===== src/rtl/mult_wb_fifo.sv =====
// Writeback buffer for a 1-cycle multiplier. Results are queued in order and
// drained by the writeback stage. Issue is throttled by a credit check that
// counts both stored entries and the single result that may still be in flight.
module mult_wb_fifo #(
  parameter int XLEN          = 32,
  parameter int TRANS_ID_BITS = 3,
  parameter int DEPTH         = 4
) (
  input  logic                      clk_i,
  input  logic                      rst_i,
  input  logic                      flush_i,
  input  logic                      issue_valid_i,
  output logic                      issue_ready_o,
  input  logic                      mult_valid_i,
  input  logic [XLEN-1:0]           mult_result_i,
  input  logic [TRANS_ID_BITS-1:0]  mult_trans_id_i,
  output logic                      wb_valid_o,
  input  logic                      wb_ready_i,
  output logic [XLEN-1:0]           wb_result_o,
  output logic [TRANS_ID_BITS-1:0]  wb_trans_id_o,
  output logic [$clog2(DEPTH):0]    count_o,
  output logic                      overflow_o
);

  localparam int PW = $clog2(DEPTH);
  localparam int CW = PW + 1;

  typedef struct packed {
    logic [XLEN-1:0]          result;
    logic [TRANS_ID_BITS-1:0] trans_id;
  } entry_t;

  entry_t          mem_q [DEPTH];
  logic [PW-1:0]   rptr_q;
  logic [PW-1:0]   wptr_q;
  logic [CW-1:0]   count_q;
  logic            inflight_q;
  logic            overflow_q;

  logic            full;
  logic            pop;
  logic            push;
  logic            drop;

  // Handshake decode and outputs; everything feeding issue_ready_o is registered.
  always_comb begin
    // NOTE: every always_comb output gets a value before any condition so no latch is inferred.
    full          = 1'b0;
    pop           = 1'b0;
    push          = 1'b0;
    drop          = 1'b0;
    full          = (count_q == CW'(DEPTH));
    wb_valid_o    = (count_q != '0);
    pop           = wb_valid_o & wb_ready_i;
    push          = mult_valid_i & (~full | pop);
    drop          = mult_valid_i & full & ~pop;
    issue_ready_o = (count_q + CW'(inflight_q)) < CW'(DEPTH);
    wb_result_o   = mem_q[rptr_q].result;
    wb_trans_id_o = mem_q[rptr_q].trans_id;
    count_o       = count_q;
    overflow_o    = overflow_q;
  end

  // Pointer, occupancy, credit and sticky-overflow state.
  always_ff @(posedge clk_i or posedge rst_i) begin
    // NOTE: registers use non-blocking assignments so every flop samples pre-edge values.
    if (rst_i) begin
      rptr_q     <= '0;
      wptr_q     <= '0;
      count_q    <= '0;
      inflight_q <= 1'b0;
      overflow_q <= 1'b0;
    end else if (flush_i) begin
      rptr_q     <= '0;
      wptr_q     <= '0;
      count_q    <= '0;
      inflight_q <= 1'b0;
    end else begin
      if (push) wptr_q <= wptr_q + PW'(1);
      if (pop)  rptr_q <= rptr_q + PW'(1);
      case ({push, pop})
        2'b10:   count_q <= count_q + CW'(1);
        2'b01:   count_q <= count_q - CW'(1);
        default: count_q <= count_q;
      endcase
      if (drop) overflow_q <= 1'b1;
      inflight_q <= issue_valid_i & issue_ready_o;
    end
  end

  // Result storage; entries are only observed once count says they are valid.
  // NOTE: the storage array is deliberately left without reset; empty slots are never observed.
  always_ff @(posedge clk_i) begin
    if (push && !flush_i) begin
      mem_q[wptr_q] <= '{result: mult_result_i, trans_id: mult_trans_id_i};
    end
  end

endmodule


===== config.mk =====
export PLATFORM = sky130hd
export DESIGN_NAME = mult_wb_fifo
export DESIGN_NICKNAME = d
export VERILOG_FILES = /design/src/rtl/mult_wb_fifo.sv
export SDC_FILE = /design/constraint.sdc
export NUM_CORES = 1
export LEC_CHECK = 0
export CORE_MARGIN = 2
export CORE_UTILIZATION = 54
export CTS_CLUSTER_DIAMETER = 150
export DETAILED_ROUTE_END_ITERATION = 16
export HOLD_SLACK_MARGIN = 0.12
export PLACE_DENSITY = 0.89
export SYNTH_ARGS = -nofsm -noshare
export SYNTH_HDL_FRONTEND = slang
export SYNTH_SLANG_ARGS = --single-unit

===== constraint.sdc =====
create_clock -name clk_i -period 2.57 [get_ports clk_i]
set_input_delay 0.771 -clock clk_i [delete_from_list [all_inputs] [get_ports clk_i]]
set_output_delay 0.771 -clock clk_i [all_outputs]
set_load 0.03 [all_outputs]

==> reports/metrics.yaml, run 1 <==
arrival_ps: 1990
switching_share: 0.2436
hold_viol_final: 0
gp_congestion: 0.7565
drive_gt1_frac: 0.3834
die_area_sq_mm: 0.01131
seqPwrFrac: 0.440
gr-total-overflow: 0
coreArea_sq_mm: 0.01023
critPathRequiredTime_ps: 1800
die_height_microns: 106.4
critPathCaptureType: "output pin"
yosys.area.top_type: "edfxtp_1"
p_comb_frac: 0.185
min_period_ps: 2756
holdPathEnd: "overflow_o"
fin_cells: 522
rr_worst_depth: 5
track_usage: 0.2191
reg2reg_to: "count_o[2]"
ys_top_cells_by_area: "edfxtp_1 74%, mux4_2 14%, dfrtp_1 4.0%"
internal_power_mw: 4.811
initial_utilization: 0.5530
cts_tree: "built"
startpoint: "rptr_q[0]"
timing.rr.start: "count_o[2]"
port-buffer-count: 81
syn_avg_cell_area_sq_um: 22.63
yosysMostFrequentCell: "edfxtp_1"
setup_viol: 34
outcome: "finished, violations left"
min-delay-path-class: "reg2reg"
drt-initial-drc-count: 194
placed_cells: 483
cts-hold-fix-buffers: 0
netlist_instances: 250
switchingPower_mw: 1.549
p_per_area_mw_per_mm2: 834.5
slew_headroom: 0.7580
vias: 2917
vias_per_cell: 5.588
clkSinkCount: 149
num-fill-cells: 572
clockBufferDepth: 2
fin_crit_sh: 1.073
drc: 0
diodes: 0
max_freq_mhz: 362.8
dpl_cell_area_sq_mm: 0.006837
cts_htree_levels: 4
rsz0062_at_grt: "yes"
ys.flop_type: "edfxtp_1"
p_leak_nw: 2.661
synth_edf_count: 140
slew_viol_final: 0
hold-path-cell-count: 1
ir_worst_vdd_mv: 0.5486
p_clk_frac: 0.375
num_io_pins: 82
grt_max_degree: 22
synthDistinctLibCells: 31
critPathLaunchType: "flop"
violations: "setup timing"
grt_pass1_vias: 3194
drt-pass1-iter-count: 4
cts_made_buffers: 17
synth_common_cells: "140 x edfxtp_1, 35 x mux4_2, 9 x dfrtp_1"
die_x_microns: 106.4
avgRoutedWirePerCell_microns: 21.86
synth_warnings: 0
ys_async_sr_fraction: 0.06040
grt_pass1_wl_microns: 17530
skew_ps: 9.403
clkLatencyLatePin_ps: 520
setup_ws_ps: -186.4
cts_root_buffer: "clkbuf_8"
synth.net_count: 296
seq_area_frac_synth: 0.7828
area_growth_pct: 34.70
row_count: 37
critical_path_class: "reg2out"
hp-start: "overflow_o"
nets: 421
cap_violations: 0
ant_nets: 0
netlist_area_sq_mm: 0.005658
wirelength_microns: 11410
ys_seq_elements: 149
synth_top_area_frac: 0.7430
cp_max_fo: 8
dpl.hpwl_microns: 6667
worst_pin_slew_ps: 362.6
clk_pin_slew_ps: 60
antenna_found_initial: 0
final_cell_area_sq_mm: 0.007621
reg2reg_slack_ps: 360
-- power by group through the flow --
stage / sequential [mW] / combinational [mW] / clock (mW)
3_3_place_gp: 2.83 / 1.01 / 0
5_1_grt: 2.80 / 1.24 / 2.52
4_1_cts: 2.80 / 1.18 / 2.41
2_1_floorplan: 2.85 / 0.594 / 0
3_5_place_dp: 2.84 / 1.03 / 0
6_report: 2.80 / 1.18 / 2.39
-- worst max-delay path by stage --
stage,slack [ps],cells past startpoint,end
4_1_cts,-220,4,wb_result_o[16]
3_5_place_dp,-30,6,count_o[2]
2_1_floorplan,2,6,count_o[2]
5_1_grt,-280,4,wb_result_o[19]
3_3_place_gp,-10,6,mem_q[2][13]
6_report,-190,4,wb_result_o[19]
-- critical path: stages (launching register included) --
cell and delay (ps):
dfrtp_2 460, buf_4 160, buf_12 130, mux4_2 550, buf_6 160
-- cell families after synthesis --
kind of cell | count (synthesis) | share of synthesized area
adders and majority gates | 5 | 0.01238
xor gates and xnor gates | 6 | 0.009288
DFF | 149 | 0.7828
buffers and inverters | 17 | 0.01548
AOI/OAI and AO/OA | 10 | 0.01194
and+or+nand+nor | 26 | 0.02521
muxes | 37 | 0.1429
-- state kept, by name, indices dropped and copies added, names as in the netlist --
register    flops
count_o         3
inflight_q      1
mem_q         140
overflow_o      1
rptr_q          2
wptr_q          2
-- final cells by class --
class                      instances  area, sq um  area share
multi-input combinational         84         1146      0.1504
clock buffer                      17        414.1     0.05434
clock inverter                    13        158.9     0.02085
inverter                           4        15.01    0.001970
sequential                       149         4433      0.5817
tap                              136        170.2     0.02233
timing repair buffer             119         1284      0.1684
-- metrics by stage --
step                      utilization  setup WS [ps]  setup TNS, ps  hold slack, ps  total power [mW]
after floorplan                     -          2.092              0           542.0             3.448
after global placement         0.6682         -12.02         -436.1           464.9             3.846
after detailed placement       0.6682         -33.31         -98.63           463.1             3.870
after CTS                      0.7431         -221.4          -5522           481.6             6.387
after global routing           0.7449         -276.8          -7350           494.8             6.563
final                          0.7449         -186.4          -4658           477.6             6.360
-- layout by cell type (no fill, tap or decap), types with 2 or more instances in the layout --
cell,n
clkbuf_16,16
inv_6,2
mux4_2,35
nand3_1,2
inv_1,4
buf_6,35
buf_16,2
buf_12,8
buf_4,26
dlymetal6s2s_1,2
xnor2_1,2
bufinv_16,3
mux2i_1,2
nand2_1,3
dfrtp_2,3
a31oi_1,2
clkinvlp_4,3
nand2b_1,2
clkdlybuf4s50_1,42
clkinv_2,4
edfxtp_1,140
and2_2,4
ha_1,4
dfrtp_1,6
nor2_1,8
o21bai_1,2
a21oi_1,2
xor2_1,4
-- metal layers --
| metal | vias up | track usage | part of all wire |
|---|---|---|---|
| li1 | 1288 | - | - |
| met1 | 1498 | 0.2610 | 0.39 |
| met2 | 123 | 0.3713 | 0.53 |
| met3 | 8 | 0.07787 | 0.068 |
| met4 | 0 | 0.07707 | 0.0086 |
| met5 | - | 0 | 0 |
-- timing repair --
| item | 4_1_cts | 5_1_grt |
|---|---|---|
| hold endpoints to repair | 0 | 0 |
| cloned | 3 | 0 |
| setup endpoints to repair | 38 | 38 |
| setup buffers | 5 | 4 |
| resized for setup | 172 | 26 |
Power figures use the tool's default switching activity.
==> inputs of run 2 (changes only) <==
--- a/config.mk
+++ b/config.mk
@@ -6,11 +6,12 @@
 export NUM_CORES = 1
 export LEC_CHECK = 0
 export CORE_MARGIN = 2
-export CORE_UTILIZATION = 54
+export CORE_UTILIZATION = 56
+export CTS_BUF_LIST = sky130_fd_sc_hd__clkbuf_4
 export CTS_CLUSTER_DIAMETER = 150
 export DETAILED_ROUTE_END_ITERATION = 16
 export HOLD_SLACK_MARGIN = 0.12
-export PLACE_DENSITY = 0.89
+export PLACE_DENSITY = 0.92
 export SYNTH_ARGS = -nofsm -noshare
 export SYNTH_HDL_FRONTEND = slang
 export SYNTH_SLANG_ARGS = --single-unit
==> constraint.sdc (replaced) <==
create_clock -name clk_i -period 2.57 [get_ports clk_i]
set_input_delay 0.514 -clock clk_i [delete_from_list [all_inputs] [get_ports clk_i]]
set_output_delay 0.514 -clock clk_i [all_outputs]
set_load 0.03 [all_outputs]
==> reports/metrics.yaml, run 2 (same netlist as run 1, synthesis figures left out) <==
seqPwrFrac: 0.559  # +0.119
die_height_microns: 104.5  # -1.7%
critical_path_class: "reg2out"
mostFrequentLayoutCells: "140 x edfxtp_1, 44 x clkdlybuf4s50_1, 35 x mux4_2, 32 x clkdlybuf4s15_2, 20 x clkbuf_4"
fin_cells: 501  # -4.0%
cp_max_fo: 25  # +17
crit_buf_inv: 2  # -1
dpl_cell_area_sq_mm: 0.006810  # -0.38%
antenna_found_initial: 0  # unchanged
vias: 2799  # -4.0%
arrival_ps: 2010  # +20 ps
internal_power_mw: 3.691  # -23%
nets: 404  # -4.0%
p_per_area_mw_per_mm2: 703.0  # -16%
cts_tree: "built"
setup-tns-final_ps: 0  # +4658 ps
max_freq_mhz: 395.9  # +9.1%
drt-pass1-iter-count: 4  # unchanged
grt_pass1_wl_microns: 15660  # -11%
ir_worst_vdd_mv: 0.3947  # -28%
hold_viol_final: 0  # unchanged
diodes: 0  # unchanged
drive_gt1_frac: 0.3370  # -0.04646
setup_viol: 0  # -100%
initial_utilization: 0.5789  # +0.02584
clockBufferDepth: 2  # unchanged
coreArea_sq_mm: 0.009774  # -4.5%
drc: 0  # unchanged
die_area_sq_mm: 0.01092  # -3.4%
largest_reg_flops: 140  # unchanged
path_depth: 3  # -1
die_x_microns: 104.5  # -1.7%
dpl_worst_slack_ps: 101.1  # +134.4 ps
cts_htree_levels: 4  # unchanged
port-buffer-count: 81  # unchanged
use_met3: 0.06642  # -0.01145
slew_viol_final: 0  # unchanged
outcome: "finished, final reports clean"
grt-busiest-layer: "met2"
dpl.hpwl_microns: 6559  # -1.6%
area_growth_pct: 24.88
track_usage: 0.1959  # -0.02318
critPathRequiredTime_ps: 2060  # +260 ps
placed_cells: 472  # -2.3%
cts_root_buffer: "clkbuf_4"
use_met2: 0.3207  # -0.05061
holdWs_ps: 264.0  # -213.6 ps
gr-total-overflow: 0  # unchanged
gp_congestion: 0.7157  # -5.4%
grt_max_degree: 26  # +18%
drt-initial-drc-count: 169  # -13%
layout_commonest_cell: "edfxtp_1"
wirelength_microns: 10110  # -11%
crit_path_top_delay_cell: "mux4_2"
clkSinkCount: 149  # unchanged
rsz0062_at_grt: "yes"
regMostFlops: "mem_q"
cts_made_buffers: 17  # unchanged
switchingPower_mw: 1.276  # -18%
fin_crit_sh: 0.9829  # -0.08967
clkLatencyLatePin_ps: 510  # about the same
slew_headroom: 0.7445  # -0.01343
skew_ps: 13.22  # +3.821 ps
cts-hold-fix-buffers: 0  # unchanged
cap_violations: 0  # unchanged
path_cells: "buf_12 -> mux4_2 -> clkdlybuf4s15_2"
clk_pin_slew_ps: 110  # +50 ps
setup_ws_ps: 44.02  # +230.5 ps
row_count: 36  # -2.7%
vias_per_cell: 5.587  # about the same
ant_nets: 0  # unchanged
p_comb_frac: 0.202  # +0.017
min-delay-path-class: "in2async"
worst_path_largest_cell_delay_ps: 560  # about the same
worst_pin_slew_ps: 382.8  # +20.12 ps
p_leak_nw: 2.345  # -12%
switching_share: 0.2569  # +0.01337
critPathCaptureType: "output pin"
final_cell_area_sq_mm: 0.007066  # -7.3%
grt_pass1_vias: 2862  # -10%
critPathTopFamily: "multiplexers"
rr_worst_depth: 5  # unchanged
num_io_pins: 82  # unchanged
grtUsageMet1: 0.2535  # -0.007495
min_period_ps: 2526  # -230.5 ps
p_clk_frac: 0.239  # -0.136
critPathLaunchType: "flop"
avgRoutedWirePerCell_microns: 20.18  # -7.7%
-- run 2: cell types whose count changed in the layout (fill, tap and decap cells not counted), sizes merged --
cell           before  now
buf                73   23
bufinv              3    1
clkbuf             18   21
clkdlybuf4s15       0   32
clkdlybuf4s50      42   44
clkinv              5    8
clkinvlp            3    0
dlymetal6s2s        2    1
inv                 6    4
-- run 2: worst paths after layout --
| kind | from | to | slack, ps |
|---|---|---|---|
| worst min register to register | overflow_o | overflow_o | 490 |
| min in group clk_i | overflow_o | overflow_o | 490 |
| worst max-delay path | rptr_q[0] | wb_result_o[30] | 40 |
| max in group asynchronous | rst_i | rptr_q[0] | 2010 |
| worst min-delay path | rst_i | overflow_o | 260 |
| worst max register to register | count_o[1] | count_o[2] | 380 |
-- run 2: area by class of cell --
cell class	count	area (sq um)
Sequential cell	149	4432
Fill cell	589	2709
Multi-Input combinational cell	84	1146
Timing Repair Buffer	102	1091
Tap cell	133	166.4
Clock buffer	20	150.1
Clock inverter	9	65.06
Inverter	4	15.01
-- run 2: metrics by stage --
| step | utilization | total power [mW] |
|---|---|---|
| CTS | 0.7230 | 5.011 |
| finish | 0.7229 | 4.967 |
| detailed placement | 0.6967 | 3.871 |
| global route | 0.7229 | 5.159 |
| global placement | 0.6967 | 3.850 |
| floorplan | - | 3.449 |
-- run 2: power by group through the flow --
stage,clock network [mW],logic [mW],registers (mW)
final,1.18,1.00,2.78
after global routing,1.31,1.06,2.79
after detailed placement,0,1.04,2.83
after floorplan,0,0.593,2.86
after global placement,0,1.02,2.83
after CTS,1.22,1.02,2.78
-- run 2: timing repair --
action,CTS,global route
setup endpoints to repair,34,32
gates resized for setup,99,3
setup buffers,0,0
-- run 2: per-layer routing --
metal | vias up | part of all wire
met1 | 1441 | 0.42
met3 | 4 | 0.057
met4 | 0 | 0.0043
met5 | - | 0
li1 | 1250 | -
met2 | 104 | 0.52
